`src/rtl/calc_pkg.sv`:
```
// Shared definitions for the calculator operand memory: FSM state encoding
// and operator codes.
package calc_pkg;

  typedef enum logic [2:0] {
    ENTER_A  = 3'd0,
    OP_SET   = 3'd1,
    ENTER_B  = 3'd2,
    WAIT_RES = 3'd3,
    RESULT   = 3'd4
  } calc_state_e;

  localparam logic [1:0] OP_ADD = 2'd0;
  localparam logic [1:0] OP_SUB = 2'd1;
  localparam logic [1:0] OP_MUL = 2'd2;
  localparam logic [1:0] OP_DIV = 2'd3;

endpackage

```
`src/rtl/calc_digit_shift.sv`:
```
// One operand register with its digit count: clear, parallel load, shift a
// digit in from the right (blocked when full) and shift a digit out.
module calc_digit_shift #(
  parameter int unsigned DIGITS  = 4,
  parameter int unsigned DIGIT_W = 4
) (
  input  logic                               clk,
  input  logic                               rst,
  input  logic                               clr,
  input  logic                               load,
  input  logic [DIGITS*DIGIT_W-1:0]          load_val,
  input  logic [$clog2(DIGITS+1)-1:0]        load_cnt,
  input  logic                               shift_in,
  input  logic [DIGIT_W-1:0]                 digit,
  input  logic                               shift_out,
  output logic [DIGITS*DIGIT_W-1:0]          operand,
  output logic [$clog2(DIGITS+1)-1:0]        count,
  output logic                               full
);

  localparam int unsigned OPND_W = DIGITS * DIGIT_W;
  localparam int unsigned CNT_W  = $clog2(DIGITS + 1);

  logic [OPND_W-1:0] operand_q, operand_d;
  logic [CNT_W-1:0]  count_q, count_d;

  assign full    = (count_q == CNT_W'(DIGITS));
  assign operand = operand_q;
  assign count   = count_q;

  always_comb begin
    operand_d = operand_q;
    count_d   = count_q;
    if (clr) begin
      operand_d = '0;
      count_d   = '0;
    end else if (load) begin
      operand_d = load_val;
      count_d   = load_cnt;
    end else if (shift_in) begin
      if (!full) begin
        operand_d = (operand_q << DIGIT_W) | OPND_W'(digit);
        count_d   = count_q + CNT_W'(1);
      end
    end else if (shift_out) begin
      operand_d = operand_q >> DIGIT_W;
      if (count_q != '0) count_d = count_q - CNT_W'(1);
    end
  end

  always_ff @(posedge clk) begin
    if (rst) begin
      operand_q <= '0;
      count_q   <= '0;
    end else begin
      operand_q <= operand_d;
      count_q   <= count_d;
    end
  end

endmodule

```
`src/rtl/calc_operand_mem.sv`:
```
// Calculator operand memory: collects operands A/B from key digits, latches the
// operator and hands off to the ALU. Define CALC_MEM_BACKSPACE_EN for backspace.
module calc_operand_mem
  import calc_pkg::*;
#(
  parameter int unsigned DIGITS  = 4,
  parameter int unsigned DIGIT_W = 4,
  parameter int unsigned OP_W    = 2
) (
  input  logic                           clk,
  input  logic                           rst,
  input  logic                           digit_valid,
  input  logic [DIGIT_W-1:0]             digit,
  input  logic                           op_valid,
  input  logic [OP_W-1:0]                op_code,
  input  logic                           equ_valid,
  input  logic                           clear,
`ifdef CALC_MEM_BACKSPACE_EN
  input  logic                           bksp,
`endif
  input  logic [DIGITS*DIGIT_W-1:0]      res,
  input  logic                           res_valid,
  output logic                           calc_req,
  output logic [DIGITS*DIGIT_W-1:0]      save1,
  output logic [DIGITS*DIGIT_W-1:0]      save2,
  output logic [OP_W-1:0]                op_out,
  output logic [2:0]                     state,
  output logic [$clog2(DIGITS+1)-1:0]    digit_count,
  output logic                           overflow
);

  localparam int unsigned OPERAND_W = DIGITS * DIGIT_W;
  localparam int unsigned CNT_W     = $clog2(DIGITS + 1);

  calc_state_e state_q, state_d;
  logic [OP_W-1:0] op_q, op_d;
  logic calc_req_q, calc_req_d;
  logic overflow_q, overflow_d;

  logic st_a, st_op, st_b, st_wait, st_res;
  logic ev_res, ev_equ, ev_op, ev_dig, ev_bksp;

  logic                 a_clr, a_load, a_shift_in, a_shift_out, a_full;
  logic [OPERAND_W-1:0] a_load_val, a_operand;
  logic [CNT_W-1:0]     a_load_cnt, a_count;
  logic                 b_clr, b_load, b_shift_in, b_shift_out, b_full;
  logic [OPERAND_W-1:0] b_load_val, b_operand;
  logic [CNT_W-1:0]     b_load_cnt, b_count;

  assign st_a    = (state_q == ENTER_A);
  assign st_op   = (state_q == OP_SET);
  assign st_b    = (state_q == ENTER_B);
  assign st_wait = (state_q == WAIT_RES);
  assign st_res  = (state_q == RESULT);

  // Each strobe only wins if it is meaningful in the current state and no
  // higher-priority strobe was accepted this cycle.
  assign ev_res = ~clear & res_valid & st_wait;
  assign ev_equ = ~clear & equ_valid & st_b;
  assign ev_op  = ~clear & op_valid & (st_a | st_b | st_res) & ~ev_equ;
  assign ev_dig = ~clear & digit_valid & ~st_wait & ~ev_equ & ~ev_op;
`ifdef CALC_MEM_BACKSPACE_EN
  assign ev_bksp = ~clear & bksp & (st_a | st_b) & ~ev_equ & ~ev_op & ~ev_dig;
`else
  assign ev_bksp = 1'b0;
`endif

  always_ff @(posedge clk) begin
    if (rst) begin
      state_q    <= ENTER_A;
      op_q       <= '0;
      calc_req_q <= 1'b0;
      overflow_q <= 1'b0;
    end else begin
      state_q    <= state_d;
      op_q       <= op_d;
      calc_req_q <= calc_req_d;
      overflow_q <= overflow_d;
    end
  end

  always_comb begin
    state_d = state_q;
    if (clear) begin
      state_d = ENTER_A;
    end else if (ev_res) begin
      state_d = RESULT;
    end else if (ev_equ) begin
      state_d = WAIT_RES;
    end else if (ev_op) begin
      if (!st_b) state_d = OP_SET;
    end else if (ev_dig) begin
      if (st_op)       state_d = ENTER_B;
      else if (st_res) state_d = ENTER_A;
    end
  end

  always_comb begin
    a_clr       = clear;
    a_load      = ev_res | (ev_dig & st_res);
    a_load_val  = ev_res ? res : OPERAND_W'(digit);
    a_load_cnt  = ev_res ? '0 : CNT_W'(1);
    a_shift_in  = ev_dig & st_a;
    a_shift_out = ev_bksp & st_a;

    b_clr       = clear | ev_res;
    b_load      = ev_dig & st_op;
    b_load_val  = OPERAND_W'(digit);
    b_load_cnt  = CNT_W'(1);
    b_shift_in  = ev_dig & st_b;
    b_shift_out = ev_bksp & st_b;

    calc_req_d = ev_equ;

    op_d = op_q;
    if (clear)      op_d = '0;
    else if (ev_op) op_d = op_code;

    overflow_d = overflow_q;
    if (clear)                                             overflow_d = 1'b0;
    else if ((a_shift_in & a_full) | (b_shift_in & b_full)) overflow_d = 1'b1;
    else if (ev_bksp)                                      overflow_d = 1'b0;

    // The visible count follows whichever operand is being entered.
    unique case (state_q)
      OP_SET:            digit_count = '0;
      ENTER_B, WAIT_RES: digit_count = b_count;
      default:           digit_count = a_count;
    endcase
  end

  calc_digit_shift #(
    .DIGITS (DIGITS),
    .DIGIT_W(DIGIT_W)
  ) u_opnd_a (
    .clk      (clk),
    .rst      (rst),
    .clr      (a_clr),
    .load     (a_load),
    .load_val (a_load_val),
    .load_cnt (a_load_cnt),
    .shift_in (a_shift_in),
    .digit    (digit),
    .shift_out(a_shift_out),
    .operand  (a_operand),
    .count    (a_count),
    .full     (a_full)
  );

  calc_digit_shift #(
    .DIGITS (DIGITS),
    .DIGIT_W(DIGIT_W)
  ) u_opnd_b (
    .clk      (clk),
    .rst      (rst),
    .clr      (b_clr),
    .load     (b_load),
    .load_val (b_load_val),
    .load_cnt (b_load_cnt),
    .shift_in (b_shift_in),
    .digit    (digit),
    .shift_out(b_shift_out),
    .operand  (b_operand),
    .count    (b_count),
    .full     (b_full)
  );

  assign save1    = a_operand;
  assign save2    = b_operand;
  assign op_out   = op_q;
  assign calc_req = calc_req_q;
  assign overflow = overflow_q;
  assign state    = state_q;

endmodule

```
`config.mk`:
```
export PLATFORM = sky130hd
export DESIGN_NAME = calc_operand_mem
export DESIGN_NICKNAME = d
export VERILOG_FILES = /design/src/rtl/calc_pkg.sv /design/src/rtl/calc_digit_shift.sv /design/src/rtl/calc_operand_mem.sv
export SDC_FILE = /design/constraint.sdc
export NUM_CORES = 1
export LEC_CHECK = 0
export ABC_AREA = 1
export CAP_MARGIN = 0
export CORE_ASPECT_RATIO = 1.5
export CORE_UTILIZATION = 48
export DETAILED_ROUTE_END_ITERATION = 10
export PLACE_DENSITY = 0.81
export SETUP_SLACK_MARGIN = 0.4
export SYNTH_ARGS = -nofsm -noshare
export SYNTH_HDL_FRONTEND = slang
export SYNTH_SLANG_ARGS = --single-unit
```
`constraint.sdc`:
```
create_clock -name clk -period 1.9 [get_ports clk]
set_input_delay 0.38 -clock clk [delete_from_list [all_inputs] [get_ports clk]]
set_output_delay 0.38 -clock clk [all_outputs]
set_load 0.1 [all_outputs]
```
== Yosys cells after proc, flatten, opt, wreduce, memory -nomap -nowiden ==
Index checks and enable logic that the tools add are counted.

* Bits in read-only memories: 0
* Memories kept: 0
* Flip-flop bits (word level): 45
* Bits in writable memories: 0
* Word-level logic and storage cells: 91
* Output and inout port bits: 42
* Input port bits: 29
* Latch bits: 0

* Multiplexer cells: 22
* Add/subtract/negate cells: 2
* Reductions and logical operators: 17
* Order comparisons: 0
* Bitwise gates (word level): 29
* Div/mod/pow operators: 0
* Multiply operators: 0
* Shift-type cells: 0
* Equality and inequality tests: 10

{| class="wikitable"
|+ Operators by type and width
! kind !! number
|-
| 2-to-1 mux 16 bit || 4
|-
| OR 16 x 4 -> 16 bit || 2
|-
| 2-to-1 mux 3 bit || 10
|-
| AND 1 bit || 17
|-
| 2-to-1 mux 4 bit || 3
|-
| == test 3 bit (second input constant) || 3
|-
| nonzero test 4 bit || 2
|-
| adder 3 x 1 -> 3 bit (second input constant) || 2
|-
| == test 3 x 2 -> 1 bit (second input constant) || 2
|-
| case mux 3 bit (2 select lines) || 1
|-
| AND reduction 2 bit || 3
|-
| AND reduction 3 bit || 2
|-
| OR reduction 2 bit || 3
|-
| OR reduction 3 bit || 2
|-
| inverter 1 bit || 5
|-
| OR 1 bit || 5
|-
| nonzero test 5 bit || 1
|-
| 2-to-1 mux 1 bit || 4
|-
| != test 2 bit (second input constant) || 2
|-
| != test 4 bit (second input constant) || 1
|-
| nonzero test 2 bit || 2
|-
| == test 3 x 1 -> 1 bit (second input constant) || 1
|-
| logical NOT 3 bit || 1
|-
| != test 3 bit (second input constant) || 1
|-
| nonzero test 3 bit || 1
|}

== Longest topological paths before layout ==
Gate-level depths: netlist of run 1.

* Depth in word-level cells: 11
* Depth in mapped cells: 11
* Depth with buffers taken out: 11

== Cells and area by module ==
A second synthesis of run 1 with hierarchy kept.

* Cell total of the unflattened synthesis: 515
* Area total of the unflattened synthesis: 3234.4 sq um

{| class="wikitable"
|+ By module, submodules not included
! module !! instances !! sequential area each (sq um) !! area an instance (sq um) !! cells each
|-
| calc_digit_shift || 2 || 380.4 || 1248.7 || 195
|-
| calc_operand_mem || 1 || 140.1 || 737.0 || 125
|}

== Worst setup path before layout of run 1 ==
No wires, ideal clock.

* Kind: flip-flop to output port
* Start: register state_q[2] (netlist: state[2])
* End: output port digit_count[0]
* Cell stages (with the launch flop): 5
* Required time: 1.520 ns
* Path buffers: 0
* Arrival: 2.964 ns
* Setup slack: -1.444 ns
* Cells stage by stage: dfxtp_1 inv_2 nand2_1 nand2_1 o22ai_1

* Longest elaborated chain between the ends: 3

{| class="wikitable"
|+ RTL lines
! what !! RTL line !! source
|-
| start: declaration || calc_operand_mem.sv:35 || <nowiki>calc_state_e state_q, state_d;</nowiki>
|-
| start signal: assignment || calc_operand_mem.sv:75 || <nowiki>state_q <= state_d;</nowiki>
|-
| == test 3 x 2 -> 1 bit || calc_operand_mem.sv:125 || <nowiki>unique case (state_q)</nowiki>
|-
| OR reduction 2 bit || calc_operand_mem.sv:125 ||
|-
| case mux 3 bit (2 select lines) * || calc_operand_mem.sv:125 ||
|-
| end: declaration || calc_operand_mem.sv:28 || <nowiki>output logic [$clog2(DIGITS+1)-1:0] digit_count,</nowiki>
|}

Mark *: on every way between the ends. The rest lies on a longest branch, timed or not.

== Worst setup path after layout of run 1 ==
* Start: register state_q[1] (netlist: state[1])
* End: register u_opnd_b.operand_q[3] (netlist: u_opnd_b.operand[3])

* Longest elaborated chain between the ends: 10

{| class="wikitable"
|+ RTL lines
! what !! RTL line !! source
|-
| == test 3 x 2 -> 1 bit / logical NOT 3 bit (equally long branches) || calc_operand_mem.sv:52, calc_operand_mem.sv:50 ||
|-
| OR 1 bit (2 in a row) || calc_operand_mem.sv:60 || <nowiki>assign ev_op = ~clear & op_valid & (st_a | st_b | st_res) & ~ev_equ;</nowiki>
|-
| AND 1 bit (2 in a row) || calc_operand_mem.sv:60 ||
|-
| inverter 1 bit || calc_operand_mem.sv:61 || <nowiki>assign ev_dig = ~clear & digit_valid & ~st_wait & ~ev_equ & ~ev_op;</nowiki>
|-
| AND 1 bit || calc_operand_mem.sv:61 ||
|-
| AND 1 bit (on tied branches) || calc_operand_mem.sv:107, calc_operand_mem.sv:110 ||
|-
| != test 2 bit (no line) / nonzero test 2 bit (equally long branches) || n/a ||
|-
| AND reduction 2 bit (no line) || n/a ||
|-
| end signal: assignment || calc_digit_shift.sv:56 || <nowiki>operand_q <= operand_d;</nowiki>
|-
| end: declaration || calc_digit_shift.sv:24 || <nowiki>logic [OPND_W-1:0] operand_q, operand_d;</nowiki>
|}

Several ways; a longest one is shown, not always the timed one.
A chain may end at the register's enable or synchronous reset.

==> impl_metrics.py, run 1 <==
metrics = {
    "outcome": {
        "status": "completed",
    },
    "critical_path": {
        "worstPathMaxFanout": 6,
        "reg2reg_to": "u_opnd_b.operand[3]$_SDFFE_PP0P_",
        "rrSetupSlack_ps": 70,
        "start_kind": "register",
        "r2r_cells": 10,
        "worstSetupPathType": "reg -> reg",
        "slowest_stage": "dfxtp_4",
        "critical-path-max-stage-delay_ps": 410,
        "cp.buffers_inverters": 2,
        "startpoint": "state[1]$_SDFFE_PP0P_",
        "critPathCaptureType": "register",
        "crit_family": "simple AND/OR/NAND/NOR gates",
        "worstPathArrival_ps": 2030,
        "cp_cell_sequence": "buf_6 -> inv_4 -> nor2_4 -> nand3_4 -> nand2_4 -> nor2_8 -> nand3_4 -> nand2_4 -> o21ai_0 -> nor2_1",
        "required_ps": 2100,
        "timing.rr.start": "state[1]$_SDFFE_PP0P_",
    },
    "cells_and_area": {
        "drive_gt1_share_pct": 44.5,
        "final_cell_mix": "66 x nand2_1, 49 x buf_4, 44 x nor2_1",
        "diodes": 0,
        "nets": 502,
        "areaGrowthSynthToFinish_pct": 78.6,
        "final_common_cell": "nand2_1",
        "finalInstanceArea_um2": 4380,
        "stdcell_count": 536,
    },
    "place": {
        "portBuffers": 70,
        "dpl.cell_count": 504,
        "dp.final_hpwl_um": 5000,
        "place_congestion": 0.874,
        "place_area_um2": 3580,
    },
    "route": {
        "drt_iter0_markers": 202,
        "dr.pass1.iters": 5,
        "vias_per_cell": 5.54,
        "vias": 2971,
        "finalWirelength_um": 10300,
        "ant_nets": 0,
        "wl_per_cell_um": 19.3,
        "post-route-drc-count": 0,
    },
    "floorplanning": {
        "io_pins": 71,
        "die_h_um": 89.5,
        "dieArea_um2": 5400,
        "core-area_um2": 4890,
        "start_util_pct": 50.2,
        "fp-row-count": 31,
        "fp.dieW_um": 60.4,
    },
    "sta": {
        "setup_viol": 0,
        "period_minus_slack_ps": 1830,
        "max_freq_mhz": 547,
        "drv_slew": 0,
        "rsz0062_at_grt": "true",
        "worst_slew_pin_slew_ps": 324,
        "fin_skew_ps": 18.9,
        "fin_crit_sh_pct": 96.2,
        "hold_viol_final": 0,
        "fin_hold_ws_ps": 485,
        "relSlewSlack_pct": 78.4,
    },
    "hold_path": {
        "hp-class": "reg -> reg",
        "min_from": "op_out[0]$_SDFFE_PP0P_",
        "hold_end": "op_out[0]$_SDFFE_PP0P_",
        "hold_depth": 2,
    },
    "clock_network": {
        "clk_path_buf_depth": 2,
        "clkLatencyLatePin_ps": 320,
        "cts_made_buffers": 5,
        "cts_hold_buffers": 0,
        "cts_max_level": 2,
        "cts_root_buffer": "clkbuf_8",
        "numClockSinks": 45,
        "cts_tree": "yes",
        "cts.clk_slew.worst_paths_ps": 90,
    },
    "synthesis": {
        "synth_xor_area_share_pct": 0.714,
        "mappedNetlistArea_um2": 2450,
        "synth_adder_area_share_pct": 2.04,
        "synth_edf_count": 0,
        "avgSynthCellArea_um2": 6.91,
        "synth_top_flop_cell": "dfxtp_1",
        "synth_top_family_by_area": "simple AND/OR/NAND/NOR gates",
        "async_reset_ff_share_pct": 0,
        "synthMuxAreaShare_pct": 0,
        "synth_seq_cells": 45,
        "synth_compound_area_share_pct": 6.84,
        "synth_nets": 388,
        "synth-simple-area-share_pct": 43.4,
        "yosysSeqAreaShare_pct": 36.7,
        "synthCells": 355,
        "ys_warn_count": 0,
        "synth_cell_types": 27,
    },
    "grt": {
        "antenna_found_initial": 0,
        "grt_max_degree": 21,
        "grt_usage_pct": 30.4,
        "use_met3_pct": 6.80,
        "first_global_vias": 2602,
        "grt_overflow": 0,
        "top_usage_layer": "met2",
        "grtUsageMet1_pct": 30.3,
        "grt_pass1_wl_um": 12200,
        "gr-usage-met2_pct": 58.6,
    },
    "power": {
        "pwr_density_cell_nw_per_um2": 515,
        "irDropWorstVdd_mv": 0.618,
        "leakagePower_uw": 0.00195,
    },
    "job": {
        "max_cap_violations": 0,
    },
}
synthesized netlist by cell type, types with 3 or more instances:
| library cell | number | area, um^2 |
|---|---|---|
| ha_1 | 4 | 50.1 |
| a21oi_1 | 7 | 35.0 |
| nor2_1 | 61 | 229 |
| inv_1 | 37 | 139 |
| dfxtp_1 | 45 | 901 |
| nand3_4 | 3 | 52.6 |
| buf_6 | 4 | 45.0 |
| inv_2 | 4 | 15.0 |
| o21ai_0 | 12 | 60.1 |
| buf_4 | 3 | 22.5 |
| o21ai_1 | 9 | 45.0 |
| buf_2 | 5 | 25.0 |
| nand2_1 | 79 | 297 |
| nor2_2 | 24 | 150 |
| nor2_4 | 4 | 45.0 |
| nand3_1 | 34 | 170 |
| nand2_2 | 5 | 31.3 |
worst reg2reg max path, stage by stage (launching register included):
cell and delay, ps:
dfxtp_4 410, buf_6 130, inv_4 40, nor2_4 140
nand3_4 140, nand2_4 120, nor2_8 50, nand3_4 160
nand2_4 120, o21ai_0 280, nor2_1 120
how the worst max path moves through the flow:
stage | endpoint | slack (ps) | cells past startpoint
2_1_floorplan | digit_count[0] | 90 | 4
3_3_place_gp | state[0]$_SDFFE_PP0P_ | -120 | 11
3_5_place_dp | u_opnd_a.operand[9]$_SDFFE_PP0P_ | -140 | 12
4_1_cts | digit_count[0] | 180 | 5
5_1_grt | u_opnd_b.operand[3]$_SDFFE_PP0P_ | -160 | 10
6_report | u_opnd_b.operand[3]$_SDFFE_PP0P_ | 70 | 10
where the power goes:
part / switching, uW / total (uW) / internal (uW) / leakage [uW]
registers: 16.5 / 971 / 955 / 0.000366
logic: 320 / 532 / 212 / 0.00153
clock network: 375 / 751 / 377 / 0.0000599
stage by stage:
stage	setup slack (ps)	setup TNS (ps)	power, uW	utilization, %
2_1_floorplan	93.7	0	1260	-
3_3_place_gp	-124	-2840	1400	73.2
3_5_place_dp	-143	-4280	1410	73.2
4_1_cts	183	0	2150	81.0
5_1_grt	-156	-156	2320	89.6
6_report	71.7	0	2250	89.6
routing by layer:
metal  wire length, um  up-vias  share of wire, %
met5                 0        -                 0
met1              3510     1420                34
met2              5660      169                55
met3               671       46               6.5
li1                  -     1336                 -
met4               493        0               4.8
cell families after synthesis:
group	after synthesis
AND/OR/NAND/NOR	218
buffers and inverters	54
flip-flops	45
AO/OA/AOI/OAI	32
adder cells (fa/ha/maj)	4
XOR/XNOR	2
layout make-up:
class / count / area, um^2
flip-flops and latches: 45 / 912
clock buffers: 7 / 108
inverters: 42 / 185
fillers: 226 / 508
clock inverters: 1 / 6.26
well taps: 66 / 82.6
repair buffers: 119 / 1370
multi-input cells: 256 / 1710
sequential cells by signal (all words and copies together) (netlist names):
register	flops
u_opnd_a.operand	16
u_opnd_b.operand	16
state	3
u_opnd_a.count	3
u_opnd_b.count	3
op_out	2
calc_req	1
overflow	1
what timing repair did:
item,4_1_cts,5_1_grt
endpoints found under the setup margin,47,48
cloned,1,3
pin swaps,9,33
resized for setup,33,90
buffers inserted,14,6
(Power assumes the default switching activity.)
==> run 2, diff against run 1 <==
Settings changed: CTS_CLUSTER_SIZE set to 28, MAX_ROUTING_LAYER set to met4.
==> run 2 against run 1 <==
  * Clock power is 20% lower
  * Design area is 3.1% lower
  * Sequential power hardly changed
==> impl_metrics.py, run 2 (synthesized netlist as in run 1, its figures left out) <==
metrics = {
    "outcome": {
        "status": "completed",
    },
    "floorplanning": {
        "die_h_um": 89.5,
        "core-area_um2": 4890,
        "start_util_pct": 50.2,
        "fp-row-count": 31,
        "fp.dieW_um": 60.4,
        "io_pins": 71,
        "dieArea_um2": 5400,
    },
    "job": {
        "max_cap_violations": 0,
    },
    "critical_path": {
        "cp.buffers_inverters": 3,
        "worstSetupPathType": "reg -> reg",
        "required_ps": 2150,
        "crit_family": "simple AND/OR/NAND/NOR gates",
        "cp_cell_sequence": "buf_6 -> a21oi_4 -> nand2_4 -> buf_6 -> nand4_1 -> nor2_4 -> nor2_4 -> clkbuf_16 -> nor2_4 -> nor2_1",
        "rrSetupSlack_ps": 40,
        "critPathCaptureType": "register",
        "reg2reg_to": "u_opnd_a.operand[4]$_SDFFE_PP0P_",
        "path_depth": 10,
        "worstPathMaxFanout": 6,
        "critical-path-max-stage-delay_ps": 390,
        "slowest_stage": "dfxtp_4",
        "crit_top_cell": "nor2_4",
        "worstPathArrival_ps": 2110,
        "crit_end": "u_opnd_a.operand[4]$_SDFFE_PP0P_",
        "r2r_cells": 10,
        "start_kind": "register",
        "timing.rr.start": "state[2]$_SDFFE_PP0P_",
        "startpoint": "state[2]$_SDFFE_PP0P_",
    },
    "sta": {
        "fin_crit_sh_pct": 97.9,
        "period_minus_slack_ps": 1860,
        "rsz0062_at_grt": "true",
        "relSlewSlack_pct": 81.1,
        "fin_skew_ps": 5.35,
        "drv_slew": 0,
        "max_freq_mhz": 538,
        "worst_slew_pin_slew_ps": 283,
        "setup_viol": 0,
        "hold_viol_final": 0,
        "fin_hold_ws_ps": 490,
    },
    "power": {
        "pwr_density_cell_nw_per_um2": 493,
        "clockPowerShare_pct": 28.6,
        "leakagePower_uw": 0.00190,
        "irDropWorstVdd_mv": 0.626,
        "p_total_uw": 2090,
        "p_sw_uw": 674,
        "pwr-share-comb_pct": 25.0,
        "p_int_uw": 1420,
        "p_sw_share_pct": 32.2,
        "seqPwrFrac_pct": 46.4,
    },
    "route": {
        "finalWirelength_um": 9840,
        "vias_per_cell": 5.47,
        "wl_per_cell_um": 18.3,
        "post-route-drc-count": 0,
        "vias": 2945,
        "dr.pass1.iters": 5,
        "drt_iter0_markers": 216,
        "ant_nets": 0,
    },
    "grt": {
        "grt_pass1_wl_um": 11800,
        "grt_overflow": 0,
        "grt_usage_pct": 30.3,
        "grt_max_degree": 21,
        "antenna_found_initial": 0,
        "first_global_vias": 2608,
    },
    "clock_network": {
        "cts_hold_buffers": 0,
        "cts_tree": "yes",
        "numClockSinks": 45,
        "cts_root_buffer": "clkbuf_8",
        "cts_made_buffers": 5,
        "cts_max_level": 2,
        "cts.clk_slew.worst_paths_ps": 90,
        "clkLatencyLatePin_ps": 310,
        "clk_path_buf_depth": 2,
    },
    "place": {
        "portBuffers": 70,
        "dp.final_hpwl_um": 5140,
        "place_area_um2": 3560,
        "place_congestion": 0.898,
    },
    "cells_and_area": {
        "diodes": 0,
        "drive_gt1_share_pct": 41.5,
        "final_common_cell": "nand2_1",
        "final_core_util_pct": 86.8,
        "final_cell_mix": "73 x nand2_1, 56 x buf_4, 50 x nor2_1",
        "areaGrowthSynthToFinish_pct": 73.1,
        "nets": 504,
        "finalInstanceArea_um2": 4240,
    },
    "hold_path": {
        "hp-class": "reg -> reg",
    },
}
-- run 2: cell count changes in the layout (fill, tap and decap cells not counted), moves of 5 or more --
cell,previous run,this run
nor2_4,26,21
nand2_1,66,73
nor2_1,44,50
buf_4,49,56
-- run 2: area by class of cell --
type	count	area (um^2)
tap	66	82.6
clock buffer	6	72.6
multi-input combinational	256	1620
timing repair buffer	121	1370
sequential	45	912
fill	252	643
clock inverter	2	10.0
inverter	42	173
-- run 2: worst min-delay path by stage --
stage	from	end	slack [ps]	depth (start not counted)
floorplan	rst	calc_req$_SDFF_PP0_	450	1
global placement	op_out[1]$_SDFFE_PP0P_	op_out[1]$_SDFFE_PP0P_	470	2
detailed placement	op_out[1]$_SDFFE_PP0P_	op_out[1]$_SDFFE_PP0P_	470	2
CTS	op_out[1]$_SDFFE_PP0P_	op_out[1]$_SDFFE_PP0P_	490	2
global route	op_out[1]$_SDFFE_PP0P_	op_out[1]$_SDFFE_PP0P_	520	2
finish	op_out[1]$_SDFFE_PP0P_	op_out[1]$_SDFFE_PP0P_	490	2
-- run 2: stage by stage --
stage                     worst slack, ps  TNS (ps)  std cells
after floorplan                      93.7         0        355
after global placement               -130     -3390        504
after detailed placement             -205     -6140        504
after CTS                             184         0        527
after global routing                -36.8     -48.1        538
final                                40.0         0        538
-- run 2: tightest hold or removal path: stages (launching register included) --
cell and delay, ps:
dfxtp_1 330, nor2_1 50, nor2_1 80
-- run 2: timing repair --
item,CTS,global route
setup endpoints to repair,47,47
gates resized for setup,42,49
setup buffers,12,10
pin swaps,9,14
gates cloned,3,1
-- run 2: per-layer routing --
metal  global-route usage, %  vias up  wire length, um
met5                       -        -                0
li1                        -     1332                -
met1                    29.9     1368             3030
met2                    54.5      175             5370
met4                    16.5        0              778
met3                    5.50       70              663
-- run 2: power by group through the flow --
| stage | Sequential, uW | Combinational [uW] | Clock [uW] |
|---|---|---|---|
| 6_report | 971 | 523 | 600 |
| 5_1_grt | 973 | 549 | 638 |
| 4_1_cts | 970 | 453 | 598 |
| 3_5_place_dp | 993 | 416 | 0 |
| 3_3_place_gp | 992 | 408 | 0 |
| 2_1_floorplan | 1090 | 162 | 0 |
